<file path="src/rtl/sprite_motion_controller.sv">
// sprite_motion_controller
// ------------------------
// This module owns the position of one square sprite that is drawn over the VGA
// image. It does four jobs:
//   - It synchronises and debounces the four direction buttons.
//   - It turns the timing generator's screenEnd into a one-cycle frame tick.
//   - It commits one accelerated position update per frame tick.
//   - It produces a registered per-pixel hit flag for the colour mux.
//
// Ports:
//   clk        system clock; all logic runs on its rising edge
//   reset      synchronous reset, active low
//   up/down/left/right
//              raw, asynchronous push buttons
//   screenEnd  end-of-frame strobe from the pixel-clock domain
//   x, y       current pixel coordinate from the timing generator
//   spriteX    sprite left edge; changes only on the cycle after frameTick
//   spriteY    sprite top edge; changes only on the cycle after frameTick
//   inSprite   registered: pixel (x,y) lies inside the sprite (1-cycle latency)
//   frameTick  one-cycle pulse per frame
//
// Build option:
//   SPRITE_WRAP_EN  when defined, the position wraps around the screen edges
//                   instead of clamping to them.
//
// Motion FSM (moves only on frameTick)
//   state    | meaning
//   S_IDLE   | no button held; step=1, holdCnt=0
//   S_RAMP   | button held; step grows by 1 every ACCEL_FRAMES frames
//   S_CRUISE | button held; step has reached MAX_STEP

module sprite_motion_controller #(
    parameter int SCREEN_W        = 640,
    parameter int SCREEN_H        = 480,
    parameter int SPRITE_SIZE     = 50,
    parameter int DEBOUNCE_CYCLES = 1000000,
    parameter int MAX_STEP        = 4,
    parameter int ACCEL_FRAMES    = 16
) (
    input  logic       clk,
    input  logic       reset,
    input  logic       up,
    input  logic       down,
    input  logic       left,
    input  logic       right,
    input  logic       screenEnd,
    input  logic [9:0] x,
    input  logic [8:0] y,
    output logic [9:0] spriteX,
    output logic [8:0] spriteY,
    output logic       inSprite,
    output logic       frameTick
);

    localparam int X_MAX  = SCREEN_W - SPRITE_SIZE;
    localparam int Y_MAX  = SCREEN_H - SPRITE_SIZE;
    localparam int CNT_W  = $clog2(DEBOUNCE_CYCLES + 1);
    localparam int STEP_W = $clog2(MAX_STEP + 1);
    localparam int HOLD_W = $clog2(ACCEL_FRAMES + 1);

    localparam logic [9:0]         X_HOME    = 10'(X_MAX / 2);
    localparam logic [8:0]         Y_HOME    = 9'(Y_MAX / 2);
    localparam logic signed [10:0] X_LIM     = 11'(X_MAX);
    localparam logic signed [10:0] Y_LIM     = 11'(Y_MAX);
    localparam logic [CNT_W-1:0]   CNT_LAST  = CNT_W'(DEBOUNCE_CYCLES - 1);
    localparam logic [STEP_W-1:0]  STEP_ONE  = STEP_W'(1);
    localparam logic [STEP_W-1:0]  STEP_MAX  = STEP_W'(MAX_STEP);
    localparam logic [HOLD_W-1:0]  HOLD_LAST = HOLD_W'(ACCEL_FRAMES - 1);
    localparam logic [10:0]        SIZE_11   = 11'(SPRITE_SIZE);

    typedef enum logic [1:0] {S_IDLE, S_RAMP, S_CRUISE} state_t;
    typedef enum logic [1:0] {D_UP, D_DOWN, D_LEFT, D_RIGHT} dir_t;

    // Bit order of the button vectors: [3]=up, [2]=down, [1]=left, [0]=right.
    logic [3:0]       btn_raw, btn_s1, btn_s2, btn_db;
    logic [CNT_W-1:0] db_cnt [4];

    logic se_s1, se_s2, se_s3;

    state_t             state, state_nxt;
    dir_t               dir_q, dir_nxt, sel_dir;
    logic [STEP_W-1:0]  step_q, step_nxt, step_eff, step_inc;
    logic [HOLD_W-1:0]  hold_q, hold_nxt, hold_eff;
    logic               any_btn, fresh, ramp_up, move;

    logic signed [10:0] cur_x, cur_y, delta, nx, ny;
    logic [9:0]         x_new;
    logic [8:0]         y_new;

    assign btn_raw = {up, down, left, right};

    // The counter only runs while the synced value and the debounced value
    // disagree. Any bounce back to agreement restarts the count.
    always_ff @(posedge clk) begin
        if (!reset) begin
            btn_s1 <= '0;
            btn_s2 <= '0;
            btn_db <= '0;
            for (int i = 0; i < 4; i++) db_cnt[i] <= '0;
        end else begin
            btn_s1 <= btn_raw;
            btn_s2 <= btn_s1;
            for (int i = 0; i < 4; i++) begin
                if (btn_s2[i] == btn_db[i]) begin
                    db_cnt[i] <= '0;
                end else if (db_cnt[i] == CNT_LAST) begin
                    db_cnt[i] <= '0;
                    btn_db[i] <= btn_s2[i];
                end else begin
                    db_cnt[i] <= db_cnt[i] + CNT_W'(1);
                end
            end
        end
    end

    // The frame tick is registered after the edge detector. It rises on the
    // third clk edge after screenEnd is first sampled high.
    always_ff @(posedge clk) begin
        if (!reset) begin
            se_s1     <= 1'b0;
            se_s2     <= 1'b0;
            se_s3     <= 1'b0;
            frameTick <= 1'b0;
        end else begin
            se_s1     <= screenEnd;
            se_s2     <= se_s1;
            se_s3     <= se_s2;
            frameTick <= se_s2 & ~se_s3;
        end
    end

    always_comb begin
        any_btn = |btn_db;
        if (btn_db[3])      sel_dir = D_UP;
        else if (btn_db[2]) sel_dir = D_DOWN;
        else if (btn_db[1]) sel_dir = D_LEFT;
        else                sel_dir = D_RIGHT;
    end

    // A frame that starts a new hold, or that changes direction, restarts the
    // ramp. That frame moves by 1, and it counts as the first held frame.
    always_comb begin
        fresh    = (state == S_IDLE) || (sel_dir != dir_q);
        step_eff = fresh ? STEP_ONE : step_q;
        hold_eff = fresh ? '0 : hold_q;
        ramp_up  = (hold_eff == HOLD_LAST);
        step_inc = (ramp_up && (step_eff < STEP_MAX)) ? step_eff + STEP_ONE : step_eff;
    end

    always_ff @(posedge clk) begin
        if (!reset) begin
            state  <= S_IDLE;
            dir_q  <= D_UP;
            step_q <= STEP_ONE;
            hold_q <= '0;
        end else begin
            state  <= state_nxt;
            dir_q  <= dir_nxt;
            step_q <= step_nxt;
            hold_q <= hold_nxt;
        end
    end

    always_comb begin
        state_nxt = state;
        if (frameTick) begin
            if (!any_btn)                state_nxt = S_IDLE;
            else if (step_inc >= STEP_MAX) state_nxt = S_CRUISE;
            else                         state_nxt = S_RAMP;
        end
    end

    always_comb begin
        dir_nxt  = dir_q;
        step_nxt = step_q;
        hold_nxt = hold_q;
        move     = frameTick && any_btn;
        if (frameTick) begin
            if (!any_btn) begin
                step_nxt = STEP_ONE;
                hold_nxt = '0;
            end else begin
                dir_nxt  = sel_dir;
                step_nxt = step_inc;
                hold_nxt = (ramp_up || state_nxt == S_CRUISE) ? '0 : hold_eff + HOLD_W'(1);
            end
        end
    end

    function automatic logic [9:0] fit(input logic signed [10:0] v,
                                       input logic signed [10:0] lim);
`ifdef SPRITE_WRAP_EN
        if (v < 0)        return 10'(v + lim + 11'sd1);
        else if (v > lim) return 10'(v - lim - 11'sd1);
        else              return 10'(v);
`else
        if (v < 0)        return '0;
        else if (v > lim) return 10'(lim);
        else              return 10'(v);
`endif
    endfunction

    // The new position is computed in 11-bit signed arithmetic, so a step
    // past the left or top edge shows up as a negative value.
    always_comb begin
        cur_x = signed'({1'b0, spriteX});
        cur_y = signed'({2'b0, spriteY});
        delta = signed'(11'(step_eff));
        nx    = cur_x;
        ny    = cur_y;
        case (sel_dir)
            D_UP:    ny = cur_y - delta;
            D_DOWN:  ny = cur_y + delta;
            D_LEFT:  nx = cur_x - delta;
            default: nx = cur_x + delta;
        endcase
        x_new = fit(nx, X_LIM);
        y_new = 9'(fit(ny, Y_LIM));
    end

    always_ff @(posedge clk) begin
        if (!reset) begin
            spriteX <= X_HOME;
            spriteY <= Y_HOME;
        end else if (move) begin
            spriteX <= x_new;
            spriteY <= y_new;
        end
    end

    always_ff @(posedge clk) begin
        if (!reset) begin
            inSprite <= 1'b0;
        end else begin
            inSprite <= ({1'b0, x} >= {1'b0, spriteX}) &&
                        ({1'b0, x} <  ({1'b0, spriteX} + SIZE_11)) &&
                        ({2'b0, y} >= {2'b0, spriteY}) &&
                        ({2'b0, y} <  ({2'b0, spriteY} + SIZE_11));
        end
    end

endmodule

</file>
<file path="config.mk">
export PLATFORM = sky130hd
export DESIGN_NAME = sprite_motion_controller
export DESIGN_NICKNAME = d
export VERILOG_FILES = /design/src/rtl/sprite_motion_controller.sv
export SDC_FILE = /design/constraint.sdc
export NUM_CORES = 1
export LEC_CHECK = 0
export BUFFER_PORTS_ARGS = -buffer_cell sky130_fd_sc_hd__buf_2
export CORE_ASPECT_RATIO = 0.9
export CORE_MARGIN = 8
export CORE_UTILIZATION = 67
export CTS_CLUSTER_DIAMETER = 30
export DETAILED_ROUTE_END_ITERATION = 12
export GPL_ROUTABILITY_DRIVEN = 1
export PLACE_DENSITY_LB_ADDON = 0.2
export SYNTH_ARGS = -nofsm -noshare
export SYNTH_HDL_FRONTEND = slang
export SYNTH_SLANG_ARGS = --single-unit
export TNS_END_PERCENT = 20
</file>
<file path="constraint.sdc">
create_clock -name clk -period 9.7 [get_ports clk]
set_input_delay 1.455 -clock clk [delete_from_list [all_inputs] [get_ports clk]]
set_output_delay 1.455 -clock clk [all_outputs]
set_load 0.01 [all_outputs]
</file>
==> results.json <==
{
  "timing.rr.end": "spriteX[2]$_SDFFE_PN1P_",
  "synth_common_cells": "nor2_1, edfxtp_1, ha_1",
  "antenna_found_initial": 0,
  "grt_max_degree": 31,
  "multi_input_area_mm2": 0.00520,
  "gp_congestion": 0.959,
  "grt_pass1_wl_um": 32400,
  "path_delay_family": "compound AO/OA/AOI/OAI gates",
  "clk_path_buf_depth": 2,
  "yosysSeqAreaShare": 0.393,
  "start_kind": "flip-flop",
  "ff2ff_path_depth": 14,
  "drt_iter0_markers": 531,
  "cts-root-buf": "clkbuf_16",
  "netlist_instances": 933,
  "io_pins": 47,
  "finalHoldViolations": 0,
  "pwr-share-clk": 0.479,
  "final_layout_size_suffix_gt1_frac": 0.0880,
  "slowest_delay_ns": 0.73,
  "synth-simple-area-share": 0.225,
  "setup_ws_ns": 5.01,
  "numCtsBuffers": 17,
  "io_buffers": 46,
  "first_global_vias": 6926,
  "firstDrtPassIters": 6,
  "finalPower_mw": 1.28,
  "final_max_slew_viol_count": 0,
  "finClkSkew_ns": 0.00489,
  "synth.top_cell.area_share": 0.280,
  "yosys_most_used_dff": "edfxtp_1",
  "synth_most_common_cell": "nor2_1",
  "die_w_um": 135,
  "crit_buf_inv": 0,
  "cts.clk_slew.worst_paths_ns": 0.06,
  "ys_warn_count": 0,
  "cts_resized": 0,
  "synth_fa_ha_area_frac": 0.102,
  "grt_overflow_total": 0,
  "min_path_cells": 1,
  "power.leakage_nw": 3.91,
  "post_drt_wl_per_cell_um": 15.5,
  "worst_slew_pin_slew_ns": 1.07,
  "critPathSlowestCell": "o31ai_1",
  "avgSynthCellArea_um2": 9.18,
  "final_core_util": 0.774,
  "max_slew_margin": 0.279,
  "fmaxAchievable_ghz": 0.213,
  "hpwl_um": 13600,
  "period_share": 0.484,
  "syn_area_mm2": 0.00857,
  "finalSetupTns_ns": 0,
  "vias_per_cell": 5.83,
  "p_comb_frac": 0.043,
  "rsz0062_at_grt": "false",
  "finalSetupViolations": 0,
  "layout.nets": 1138,
  "drv_cap": 0,
  "ff2ff_setup_slack_ns": 5.01,
  "post-place-ws_ns": 5.09,
  "power.switching_mw": 0.288,
  "p_int_mw": 0.992,
  "timing.rr.start": "btn_db[2]$_SDFFE_PN0P_",
  "critPathKind": "flip-flop to flip-flop",
  "cp_common_cell": "o31ai_1",
  "ant_nets": 0,
  "status": "finished clean",
  "ff_latch_area_mm2": 0.00336,
  "synth_compound_area_frac": 0.143,
  "syn_to_final_growth_pct": 13.7,
  "seqPwrFrac": 0.478,
  "die_y_um": 123,
  "min_period_ns": 4.69,
  "worstSetupEndpointType": "flip-flop",
  "cp_cell_sequence": "nor2b_1 -> o21ai_0 -> a21oi_1 -> o22a_1 -> nand2_1 -> o31ai_1 -> ha_1 -> and4_1 -> o21ai_1 -> o211ai_1 -> xnor2_1 -> o31ai_1 -> a21oi_4 -> a211o_1",
  "synthMuxAreaShare": 0.00818,
  "routed_wl_um": 19000,
  "rows": 39,
  "htreeDepth": 4,
  "ys_ff_latch": 128,
  "cts_tree": "yes",
  "die_area_mm2": 0.0167,
  "grtUsageTotal": 0.242,
  "synth-async-reset-ratio": 0,
  "nFillCells": 888,
  "synth_area_leaders": "edfxtp_1, dfxtp_1, ha_1, xnor2_1, nor2_1",
  "synth_edf_count": 80,
  "sw_frac_of_total": 0.225,
  "diodes": 0,
  "power.density_mw_per_mm2": 131,
  "synth_top_family_by_area": "simple AND/OR/NAND/NOR gates",
  "cp.arrival_ns": 5.00,
  "synth_top_cell_by_area": "edfxtp_1",
  "hold_end": "frameTick$_SDFF_PN0_",
  "peakVddDrop_mv": 0.136,
  "synth_xor_area_frac": 0.0940,
  "hold_path.class": "flip-flop to flip-flop",
  "drcViolationCount": 0,
  "hp-start": "se_s3$_SDFF_PN0_",
  "initial_core_util": 0.681,
  "cts_sinks": 128,
  "placeableCoreArea_mm2": 0.0126,
  "synth_cell_type_count": 80,
  "worstPathMaxFanout": 17,
  "clock_latency_ns": 0.42,
  "cts_setup_buffers": 0,
  "vias": 7114,
  "ctsHoldBuffers": 0,
  "required_ns": 10.01
}
## metal layers
metal | global-route usage | up-vias | share of wire
li1 | - | 3539 | -
met2 | 0.399 | 240 | 0.48
met4 | 0.107 | 0 | 0.024
met3 | 0.0565 | 44 | 0.065
met5 | 0 | - | 0
met1 | 0.299 | 3291 | 0.43
## final cells by class
type,instances,area share
multi-input cells,808,0.534
flip-flops and latches,128,0.345
clock buffers,19,0.0476
repair buffers,47,0.0244
well taps,164,0.0211
inverters,42,0.0162
clock inverters,13,0.0114
## flip-flops by register name, summed over array words and instances (netlist names), 3 cells and up
name     cells
btn_s2       4
btn_s1       4
hold_q       5
btn_db       4
spriteX     10
step_q       3
db_cnt      80
spriteY      9
## worst max-delay path by stage
stage | startpoint | slack (ns) | cells after the start | end
finish | btn_db[2]$_SDFFE_PN0P_ | 5.01 | 14 | spriteX[2]$_SDFFE_PN1P_
global route | btn_db[2]$_SDFFE_PN0P_ | 4.66 | 14 | spriteX[2]$_SDFFE_PN1P_
CTS | btn_db[2]$_SDFFE_PN0P_ | 5.08 | 14 | spriteX[2]$_SDFFE_PN1P_
detailed placement | btn_db[1]$_SDFFE_PN0P_ | 5.09 | 16 | spriteX[2]$_SDFFE_PN1P_
global placement | btn_db[2]$_SDFFE_PN0P_ | 5.26 | 14 | spriteX[2]$_SDFFE_PN1P_
floorplan | btn_db[1]$_SDFFE_PN0P_ | 5.58 | 18 | spriteX[2]$_SDFFE_PN1P_
## logic make-up (layout without fill, tap and decap cells)
kind of cell / after synthesis / in the layout
compound gates: 169 / 169
xor+xnor: 92 / 92
fa+ha+maj: 68 / 68
buf+inv: 76 / 121
flops: 128 / 128
mux: 7 / 7
other cells: 1 / 80
simple gates: 392 / 392
## power groups by stage
| stage | clock (mW) | combinational [mW] | sequential (mW) |
|---|---|---|---|
| final | 0.613 | 0.0556 | 0.612 |
| after global routing | 0.643 | 0.0638 | 0.614 |
| after global placement | 0 | 0.0518 | 0.621 |
| after detailed placement | 0 | 0.0532 | 0.622 |
| after floorplan | 0 | 0.0399 | 0.618 |
| after CTS | 0.617 | 0.0542 | 0.612 |
## stage by stage
step	std cells	instance area, um2	hold WS [ns]
2_1_floorplan	1012	8860	0.367
3_3_place_gp	1189	9170	0.372
3_5_place_dp	1189	9170	0.400
4_1_cts	1221	9740	0.404
5_1_grt	1221	9740	0.422
6_report	1221	9740	0.400
## worst register-to-register path, stage by stage (launching register included)
cell and delay (ns):
dfxtp_1 0.62, nor2b_1 0.19, o21ai_0 0.09, a21oi_1 0.16, o22a_1 0.42, nand2_1 0.24, o31ai_1 0.74, ha_1 0.48
and4_1 0.27, o21ai_1 0.08, o211ai_1 0.11, xnor2_1 0.20, o31ai_1 0.51, a21oi_4 0.16, a211o_1 0.31
## cell usage in the layout, fill, tap and decap left out, drive strengths merged, types with 23 or more instances in the layout
cell,count
ha,65
conb,80
a21oi,47
nand4,23
nor2,131
dfxtp,48
edfxtp,80
xnor2,57
nand2,65
xor2,35
buf,47
nand3,61
inv,43
(Power assumes the default switching activity.)
